<file path="src/rtl/ula_wb_stage.sv">
// ---------------------------------------------------------------------------
// ula_wb_stage
//
// Purpose: writeback/commit stage directly after the logic ALU. Each ALU
// result is queued with its opcode, flags and destination address in a small
// in-order buffer. The head entry is offered to the register-file write port.
// When that write retires, the architectural flag register {O,C,S,Z} is
// updated according to the opcode class of the retiring entry.
//
// Handshakes: a transfer happens on a rising edge where valid and ready are
// both 1. The producer must hold its payload until it sees ready. Once
// wr_valid is raised, wr_addr/wr_data stay stable until wr_ready is seen.
//
// Ports:
//   clk, rst_n                   clock and asynchronous active-low reset
//   in_valid / in_ready          ALU result handshake (in_ready = !full)
//   in_op, in_resu, in_o/c/s/z,
//   in_dest                      ALU result payload
//   flush                        synchronous discard of all buffered entries
//   wr_valid / wr_ready          register-file write handshake
//   wr_addr, wr_data             head entry address / data
//   flags                        architectural flags {O,C,S,Z}
//   count                        buffer occupancy
//
// Optional feature: define ULA_WB_BYPASS_EN to forward an input straight to
// the write port when the buffer is empty and the register file is ready.
// Without it, the minimum latency is one cycle.
// ---------------------------------------------------------------------------
module ula_wb_stage #(
    parameter int DEPTH = 2,
    parameter int DW    = 3,
    parameter int AW    = 3
) (
    input  logic                     clk,
    input  logic                     rst_n,
    input  logic                     in_valid,
    output logic                     in_ready,
    input  logic [4:0]               in_op,
    input  logic [DW-1:0]            in_resu,
    input  logic                     in_o,
    input  logic                     in_c,
    input  logic                     in_s,
    input  logic                     in_z,
    input  logic [AW-1:0]            in_dest,
    input  logic                     flush,
    output logic                     wr_valid,
    input  logic                     wr_ready,
    output logic [AW-1:0]            wr_addr,
    output logic [DW-1:0]            wr_data,
    output logic [3:0]               flags,
    output logic [$clog2(DEPTH):0]   count
);

    localparam int PW = $clog2(DEPTH);

    // Buffer storage; needs no reset because the pointers define validity.
    logic [4:0]    r_op   [DEPTH];
    logic [DW-1:0] r_resu [DEPTH];
    logic [3:0]    r_flg  [DEPTH];
    logic [AW-1:0] r_dest [DEPTH];

    // Each pointer has one extra MSB so that full and empty can be told apart.
    logic [PW:0]   r_wr_ptr;
    logic [PW:0]   r_rd_ptr;
    logic [3:0]    r_flags;

    logic          w_empty;
    logic          w_full;
    logic          w_bypass;
    logic          w_push;
    logic          w_pop;
    logic [PW-1:0] w_head;

    // Applies the flag-update rule for one retiring opcode. Flag bits that
    // the rule does not name keep their previous value.
    function automatic logic [3:0] f_next_flags(input logic [4:0] op,
                                                input logic [3:0] old_f,
                                                input logic [3:0] new_f);
        if (op == 5'b10011 || op == 5'b11111)
            return old_f;
        else if (op == 5'b10000)
            return {old_f[3:1], new_f[0]};
        else if (op == 5'b01000 || op == 5'b01001)
            return {old_f[3], new_f[2:0]};
        else if (op >= 5'b10001 && op <= 5'b11110)
            return {old_f[3:2], new_f[1:0]};
        else
            return new_f;
    endfunction

    assign w_head  = r_rd_ptr[PW-1:0];
    assign w_empty = (r_wr_ptr == r_rd_ptr);
    assign w_full  = (r_wr_ptr[PW-1:0] == r_rd_ptr[PW-1:0]) &&
                     (r_wr_ptr[PW] != r_rd_ptr[PW]);

`ifdef ULA_WB_BYPASS_EN
    // An input that meets an empty buffer and a ready register file goes
    // straight through. A flush in the same cycle blocks it.
    assign w_bypass = w_empty & in_valid & wr_ready & ~flush;
`else
    assign w_bypass = 1'b0;
`endif

    // When the buffer is full, no push happens even if a pop happens in the
    // same cycle. The producer retries once it sees in_ready again.
    assign w_push   = in_valid & ~w_full & ~flush & ~w_bypass;
    assign w_pop    = ~w_empty & wr_ready & ~flush;

    assign in_ready = ~w_full;
    assign wr_valid = ~w_empty | w_bypass;
    assign wr_addr  = w_bypass ? in_dest : (w_empty ? '0 : r_dest[w_head]);
    assign wr_data  = w_bypass ? in_resu : (w_empty ? '0 : r_resu[w_head]);
    assign flags    = r_flags;
    assign count    = r_wr_ptr - r_rd_ptr;

    always_ff @(posedge clk) begin
        if (w_push) begin
            r_op  [r_wr_ptr[PW-1:0]] <= in_op;
            r_resu[r_wr_ptr[PW-1:0]] <= in_resu;
            r_flg [r_wr_ptr[PW-1:0]] <= {in_o, in_c, in_s, in_z};
            r_dest[r_wr_ptr[PW-1:0]] <= in_dest;
        end
    end

    always_ff @(posedge clk or negedge rst_n) begin
        if (!rst_n) begin
            r_wr_ptr <= '0;
            r_rd_ptr <= '0;
            r_flags  <= 4'b0000;
        end else if (flush) begin
            // Flush drops the buffer but leaves the flags untouched.
            r_wr_ptr <= '0;
            r_rd_ptr <= '0;
        end else begin
            if (w_push)
                r_wr_ptr <= r_wr_ptr + {{PW{1'b0}}, 1'b1};
            if (w_pop) begin
                r_rd_ptr <= r_rd_ptr + {{PW{1'b0}}, 1'b1};
                r_flags  <= f_next_flags(r_op[w_head], r_flags, r_flg[w_head]);
            end else if (w_bypass) begin
                r_flags  <= f_next_flags(in_op, r_flags,
                                         {in_o, in_c, in_s, in_z});
            end
        end
    end

endmodule

</file>
<file path="config.mk">
export PLATFORM = sky130hd
export DESIGN_NAME = ula_wb_stage
export DESIGN_NICKNAME = d
export VERILOG_FILES = /design/src/rtl/ula_wb_stage.sv
export SDC_FILE = /design/constraint.sdc
export NUM_CORES = 1
export LEC_CHECK = 0
export ABC_AREA = 1
export ABC_CLOCK_PERIOD_IN_PS = 3500
export CAP_MARGIN = 40
export CORE_MARGIN = 2
export CORE_UTILIZATION = 54
export CTS_BUF_LIST = sky130_fd_sc_hd__clkbuf_16
export DETAILED_ROUTE_END_ITERATION = 6
export PLACE_DENSITY = 0.83
export SLEW_MARGIN = 0
export SYNTH_ARGS = -nofsm -noshare
export SYNTH_HDL_FRONTEND = slang
export SYNTH_SLANG_ARGS = --single-unit
</file>
<file path="constraint.sdc">
create_clock -name clk -period 3.5 [get_ports clk]
set_input_delay 0.525 -clock clk [delete_from_list [all_inputs] [get_ports clk]]
set_output_delay 0.525 -clock clk [all_outputs]
set_load 0.01 [all_outputs]
</file>
# Yosys cells after proc, flatten, opt, wreduce, memory -nomap -nowiden
# Memories as Yosys holds them, arrays and structs flattened.
# Cells that the tools add are included.
dict set report op_classes {
  n_eq_ne 9
  muxes 11
  reduce_logical 10
  addsub 3
  magnitude_cmp 2
  bitwise_logic 11
}
# operator count
set op_table {}
lappend op_table {{$eq 5x5->1 const B} 3}
lappend op_table {{$mux 3} 4}
lappend op_table {{$eq 5x4->1 const B} 2}
lappend op_table {{$mux 2} 4}
lappend op_table {{$not 1->1} 7}
lappend op_table {{$reduce_and 6->1} 1}
lappend op_table {{$ge 5x5->1 const B} 1}
lappend op_table {{$le 5x5->1 const B} 1}
lappend op_table {{$reduce_and 5->1} 1}
lappend op_table {{$add 2x1->2 const B} 2}
lappend op_table {{$and 1x1->1} 4}
lappend op_table {{$reduce_and 4->1} 1}
lappend op_table {{$reduce_bool 2->1} 2}
lappend op_table {{$mux 1} 3}
lappend op_table {{$reduce_and 3->1} 1}
lappend op_table {{$eq 2x2->1} 1}
lappend op_table {{$logic_and 1x1->1} 2}
lappend op_table {{$logic_or 1x1->1} 2}
lappend op_table {{$ne 2x2->1 const B} 1}
lappend op_table {{$sub 2x2->2} 1}
lappend op_table {{$eq 1x1->1} 1}
lappend op_table {{$ne 1x1->1} 1}
dict set report word_totals {
  mem_count 4
  input_bits 20
  elab_cells 56
  out_inout_bits 14
  reg_bits 8
  ram_bits 30
}
# name depth width read_ports rd_ports_with_merged_regs wr line
set mem_list {}
lappend mem_list {r_op 2 5 1 0 1 57} ;# logic [4:0] r_op [DEPTH];
lappend mem_list {r_flg 2 4 1 0 1 59} ;# logic [3:0] r_flg [DEPTH];
lappend mem_list {r_dest 2 3 1 0 1 60} ;# logic [AW-1:0] r_dest [DEPTH];
lappend mem_list {r_resu 2 3 1 0 1 58} ;# logic [DW-1:0] r_resu [DEPTH];

# Logic depth before layout (Yosys ltp)
dict set report logic_depth {
  word_depth 7
  ltp_mapped 11
  mapped_depth_nobuf 11
}

# Worst setup path after synthesis
# OpenSTA, ideal clock, no wires.
dict set report synth_path {
  path_type {reg-to-reg}
  start {register r_wr_ptr[0]}
  end {memory r_dest[0][0] (enable)}
  slack_ns 1.025
  arrival_ns 2.069
  t_required_ns 3.094
  path_buffers 0
  stages_incl_launch_ff 6
  cell_sequence {dfrtp_1 -> inv_1 -> ha_1 -> nand2_1 -> nand2_1 -> nor3_1}
}
dict set report synth_via {
  elab_chain_len 7
}
# item line
set synth_lines {}
lappend synth_lines {{from (decl)} 63} ;# logic [PW:0] r_wr_ptr;
lappend synth_lines {{from (signal assigned)} 136} ;# r_wr_ptr <= r_wr_ptr + {{PW{1'b0}}, 1'b1};
lappend synth_lines {{$eq 1x1->1} 93} ;# assign w_full = (r_wr_ptr[PW-1:0] == r_rd_ptr[PW-1:0]) &&
lappend synth_lines {{$logic_and 1x1->1} 93}
lappend synth_lines {{$not 1->1} --}
lappend synth_lines {{via in_ready} 37} ;# output logic in_ready,
lappend synth_lines {{$and 1x1->1 (2 in series)} 106} ;# assign w_push = in_valid & ~w_full & ~flush & ~w_bypass;
lappend synth_lines {{$mux 1} 117} ;# if (w_push) begin
lappend synth_lines {{$mux 1 (implied by the code)} 121} ;# r_dest[r_wr_ptr[PW-1:0]] <= in_dest;
lappend synth_lines {{to (decl)} 60}
# The timed path passes the listed nets, and every way through them passes these cells.

# Worst setup path after layout
dict set report layout_path {
  start {register r_rd_ptr[0]}
  end {output port wr_addr[0]}
}
dict set report layout_via {
  elab_chain_len 2
  word_cells_on_any_way 3
  cone_classes {eq/ne (1); mux (1); memory (1)}
}
# item line
set layout_lines {}
lappend layout_lines {{from (decl)} 64} ;# logic [PW:0] r_rd_ptr;
lappend layout_lines {{from (signal assigned)} 138} ;# r_rd_ptr <= r_rd_ptr + {{PW{1'b0}}, 1'b1};
lappend layout_lines {{$mem_v2 2x3 / $eq 2x2->1 (equally long branches)} --}
lappend layout_lines {{$mux 3 (*)} 111} ;# assign wr_addr = w_bypass ? in_dest : (w_empty ? '0 : r_dest[w_head]);
lappend layout_lines {{to (decl)} 48} ;# output logic [AW-1:0] wr_addr,
# Every way passes the cells marked *; elsewhere a longest branch is shown, timed or not.

==> impl_metrics.py <==
metrics = {
    "outcome": {
        "status": "complete, no violations",
    },
    "clock_tree": {
        "hold_buffers": 0,
        "clk_latency_ns": 0.28,
        "cts.sinks": 38,
        "cts.reportedPaths.clkPinSlew_ns": 0.06,
        "cts_max_level": 2,
        "root_buffer": "clkbuf_16",
        "cts_tree": "done",
        "cts_setup_buffers": 0,
        "cts_buffers": 5,
        "clockBufferDepth": 2,
        "ctsResizeCount": 0,
    },
    "die": {
        "die-area_um2": 3564,
        "rows": 20,
        "core_area_um2": 3003,
        "die_w_um": 59.70,
        "die_y_um": 59.70,
        "ios": 34,
        "start_util": 0.5579,
    },
    "timing": {
        "drv_slew": 0,
        "slew_headroom": 0.5241,
        "worst_pin_slew_ns": 0.7139,
        "rsz0062_at_grt": "no",
        "hold_viol": 0,
        "tns_ns": 0,
        "worst_slack_ns": 0.6392,
        "finClkSkew_ns": 0.002816,
        "finalSetupViolations": 0,
        "fmax_mhz": 349.6,
        "post-route-period-util": 0.8174,
        "fin_crit_ns": 2.861,
    },
    "place": {
        "io_buffers": 33,
        "dp_hpwl_um": 2421,
        "gp_congestion": 0.7809,
        "dp_slack_ns": 0.9523,
    },
    "finish": {
        "nNetsFinal": 228,
        "n_fill_cell": 218,
        "multiInputGateArea_um2": 476.7,
        "area_growth_pct": 30.47,
        "final_util": 0.7279,
        "drive_gt1_frac": 0.09135,
        "seq_area_um2": 1101,
        "antenna_cells": 0,
    },
    "min_path": {
        "hold_end": "flags[2]$_DFFE_PN0P_",
        "hp-class": "register to register",
        "whs_path_depth": 2,
        "hp-start": "flags[2]$_DFFE_PN0P_",
    },
    "routing": {
        "vias": 1272,
        "drt_wl_total_um": 3473,
        "drt_iter0_markers": 68,
        "drc": 0,
        "ant_nets": 0,
        "drt_pass1_iterations": 5,
        "wl_per_cell_um": 14.41,
        "vias_per_cell": 5.278,
    },
    "worst_setup_path": {
        "crit_family": "flip-flops",
        "critPathRequiredTime_ns": 2.97,
        "cp_slowest_cell": "dfrtp_1",
        "r2r_start": "r_rd_ptr[0]$_DFFE_PN0P_",
        "critPathBufInv": 2,
        "reg2reg_to": "r_resu[1][2]$_DFFE_PP_",
        "cp.arrival_ns": 2.34,
        "ff2ff_path_depth": 4,
        "crit_path_cell_trace": "ha_1 -> nand3_4 -> nand2_1 -> inv_1 -> clkdlybuf4s50_1",
        "crit_path_max_incr_delay_ns": 0.80,
        "endpoint_kind": "output pin",
        "criticalPathCategory": "register to output pin",
        "startpoint_type": "register",
        "reg2reg_slack_ns": 1.20,
        "cp_max_fo": 21,
    },
    "yosys": {
        "ys.warnings.count": 0,
        "ys_ff_latch": 38,
        "syn_inst": 169,
        "syn_area_um2": 1675,
        "synth_cell_type_count": 23,
        "ys_seq_area_frac": 0.6572,
        "avgSynthCellArea_um2": 9.913,
        "synthesis.nets": 190,
    },
    "grt": {
        "grt_max_degree": 22,
        "grt.total_usage": 0.2152,
        "grt_pass1_vias": 1239,
        "grt_pass1_wl_um": 5388,
        "antenna_found_initial": 0,
        "grt_overflow": 0,
    },
    "run": {
        "drv_cap": 0,
    },
    "power": {
        "power_density_nw_per_um2": 608.0,
        "power_mw": 1.329,
        "p_leak_nw": 0.9862,
        "ir_drop_mv": 0.4924,
    },
}
## synthesized netlist by cell type
library cell | n | area, um2
ha_1 | 1 | 12.51
nand3_2 | 2 | 20.02
inv_1 | 20 | 75.07
nand4_1 | 1 | 6.260
o21ai_0 | 3 | 15.01
edfxtp_1 | 30 | 900.9
nand3_1 | 4 | 20.02
a21oi_1 | 3 | 15.01
nor2_1 | 7 | 26.28
o21ai_1 | 1 | 5.000
nand2_2 | 2 | 12.51
dfrtp_1 | 8 | 200.2
nand3_4 | 1 | 17.52
buf_2 | 1 | 5.000
o31ai_1 | 1 | 7.510
clkbuf_1 | 1 | 3.750
nor3_1 | 1 | 5.000
nand2_1 | 76 | 285.3
buf_6 | 1 | 11.26
xor2_1 | 1 | 8.760
inv_2 | 2 | 7.510
nor2_2 | 1 | 6.260
o21ai_2 | 1 | 8.760
## per-stage QoR
stage          hold WS, ns  cells  area, um2
2_1_floorplan       0.2294    169       1675
6_report            0.4744    241       2186
5_1_grt             0.5107    241       2186
3_3_place_gp        0.4578    233       2039
4_1_cts             0.4809    241       2186
3_5_place_dp        0.4668    233       2039
## cell type report
cell class                      instances  share of cell area
Timing Repair Buffer                   34              0.1546
Multi-Input combinational cell        106              0.2181
Inverter                               22             0.03778
Clock buffer                            5             0.05724
Sequential cell                        38              0.5037
Tap cell                               33             0.01889
Clock inverter                          3            0.009731
## cell families after synthesis
family                     share of synthesized area
DFF                                           0.6572
xor gates and xnor gates                    0.005229
adders and majority gates                   0.007467
and+or+nand+nor                               0.2382
buffers and inverters                        0.06123
AOI/OAI and AO/OA                            0.03061
## layer usage
layer / vias to the layer above / global-route usage / routed length, um
met4: 0 / 0.09206 / 55
met1: 595 / 0.2507 / 1436
met2: 53 / 0.3634 / 1792
met3: 6 / 0.06926 / 188
met5: - / 0 / 0
li1: 618 / - / -
## worst register-to-register path: stages (launching register included)
cell and delay [ns]:
dfrtp_1 0.80, ha_1 0.41, nand2_1 0.13, nand4_1 0.09, inv_1 0.50
## state kept, by name, indices dropped and copies added (netlist names)
register,count
r_rd_ptr,2
r_wr_ptr,2
r_flg,8
r_op,10
r_resu,6
flags,4
r_dest,6
## power by group
part / total, mW / internal [mW] / switching (mW)
logic: 0.326 / 0.157 / 0.170
clock network: 0.435 / 0.263 / 0.172
registers: 0.567 / 0.535 / 0.0327
## worst max-delay path by stage
| stage | from | to | depth (start not counted) |
|---|---|---|---|
| finish | r_rd_ptr[0]$_DFFE_PN0P_ | wr_addr[0] | 5 |
| floorplan | r_wr_ptr[0]$_DFFE_PN0P_ | r_dest[0][0]$_DFFE_PP_ | 5 |
| detailed placement | r_rd_ptr[0]$_DFFE_PN0P_ | wr_addr[0] | 5 |
| global placement | r_rd_ptr[0]$_DFFE_PN0P_ | wr_data[2] | 5 |
| CTS | r_rd_ptr[0]$_DFFE_PN0P_ | wr_addr[0] | 5 |
| global route | r_rd_ptr[0]$_DFFE_PN0P_ | wr_addr[0] | 5 |
## cell usage in the layout (no fill, tap or decap), types with 2 or more instances in the layout
cell type | synthesis | final
nand2_1 | 76 | 76
clkdlybuf4s50_1 | 0 | 33
edfxtp_1 | 30 | 30
inv_1 | 20 | 20
dfrtp_1 | 8 | 8
nor2_1 | 7 | 7
clkbuf_16 | 0 | 5
nand3_1 | 4 | 4
o21ai_0 | 3 | 3
a21oi_1 | 3 | 3
inv_2 | 2 | 2
nand2_2 | 2 | 2
nand3_2 | 2 | 2
(Power assumes the default switching activity.)
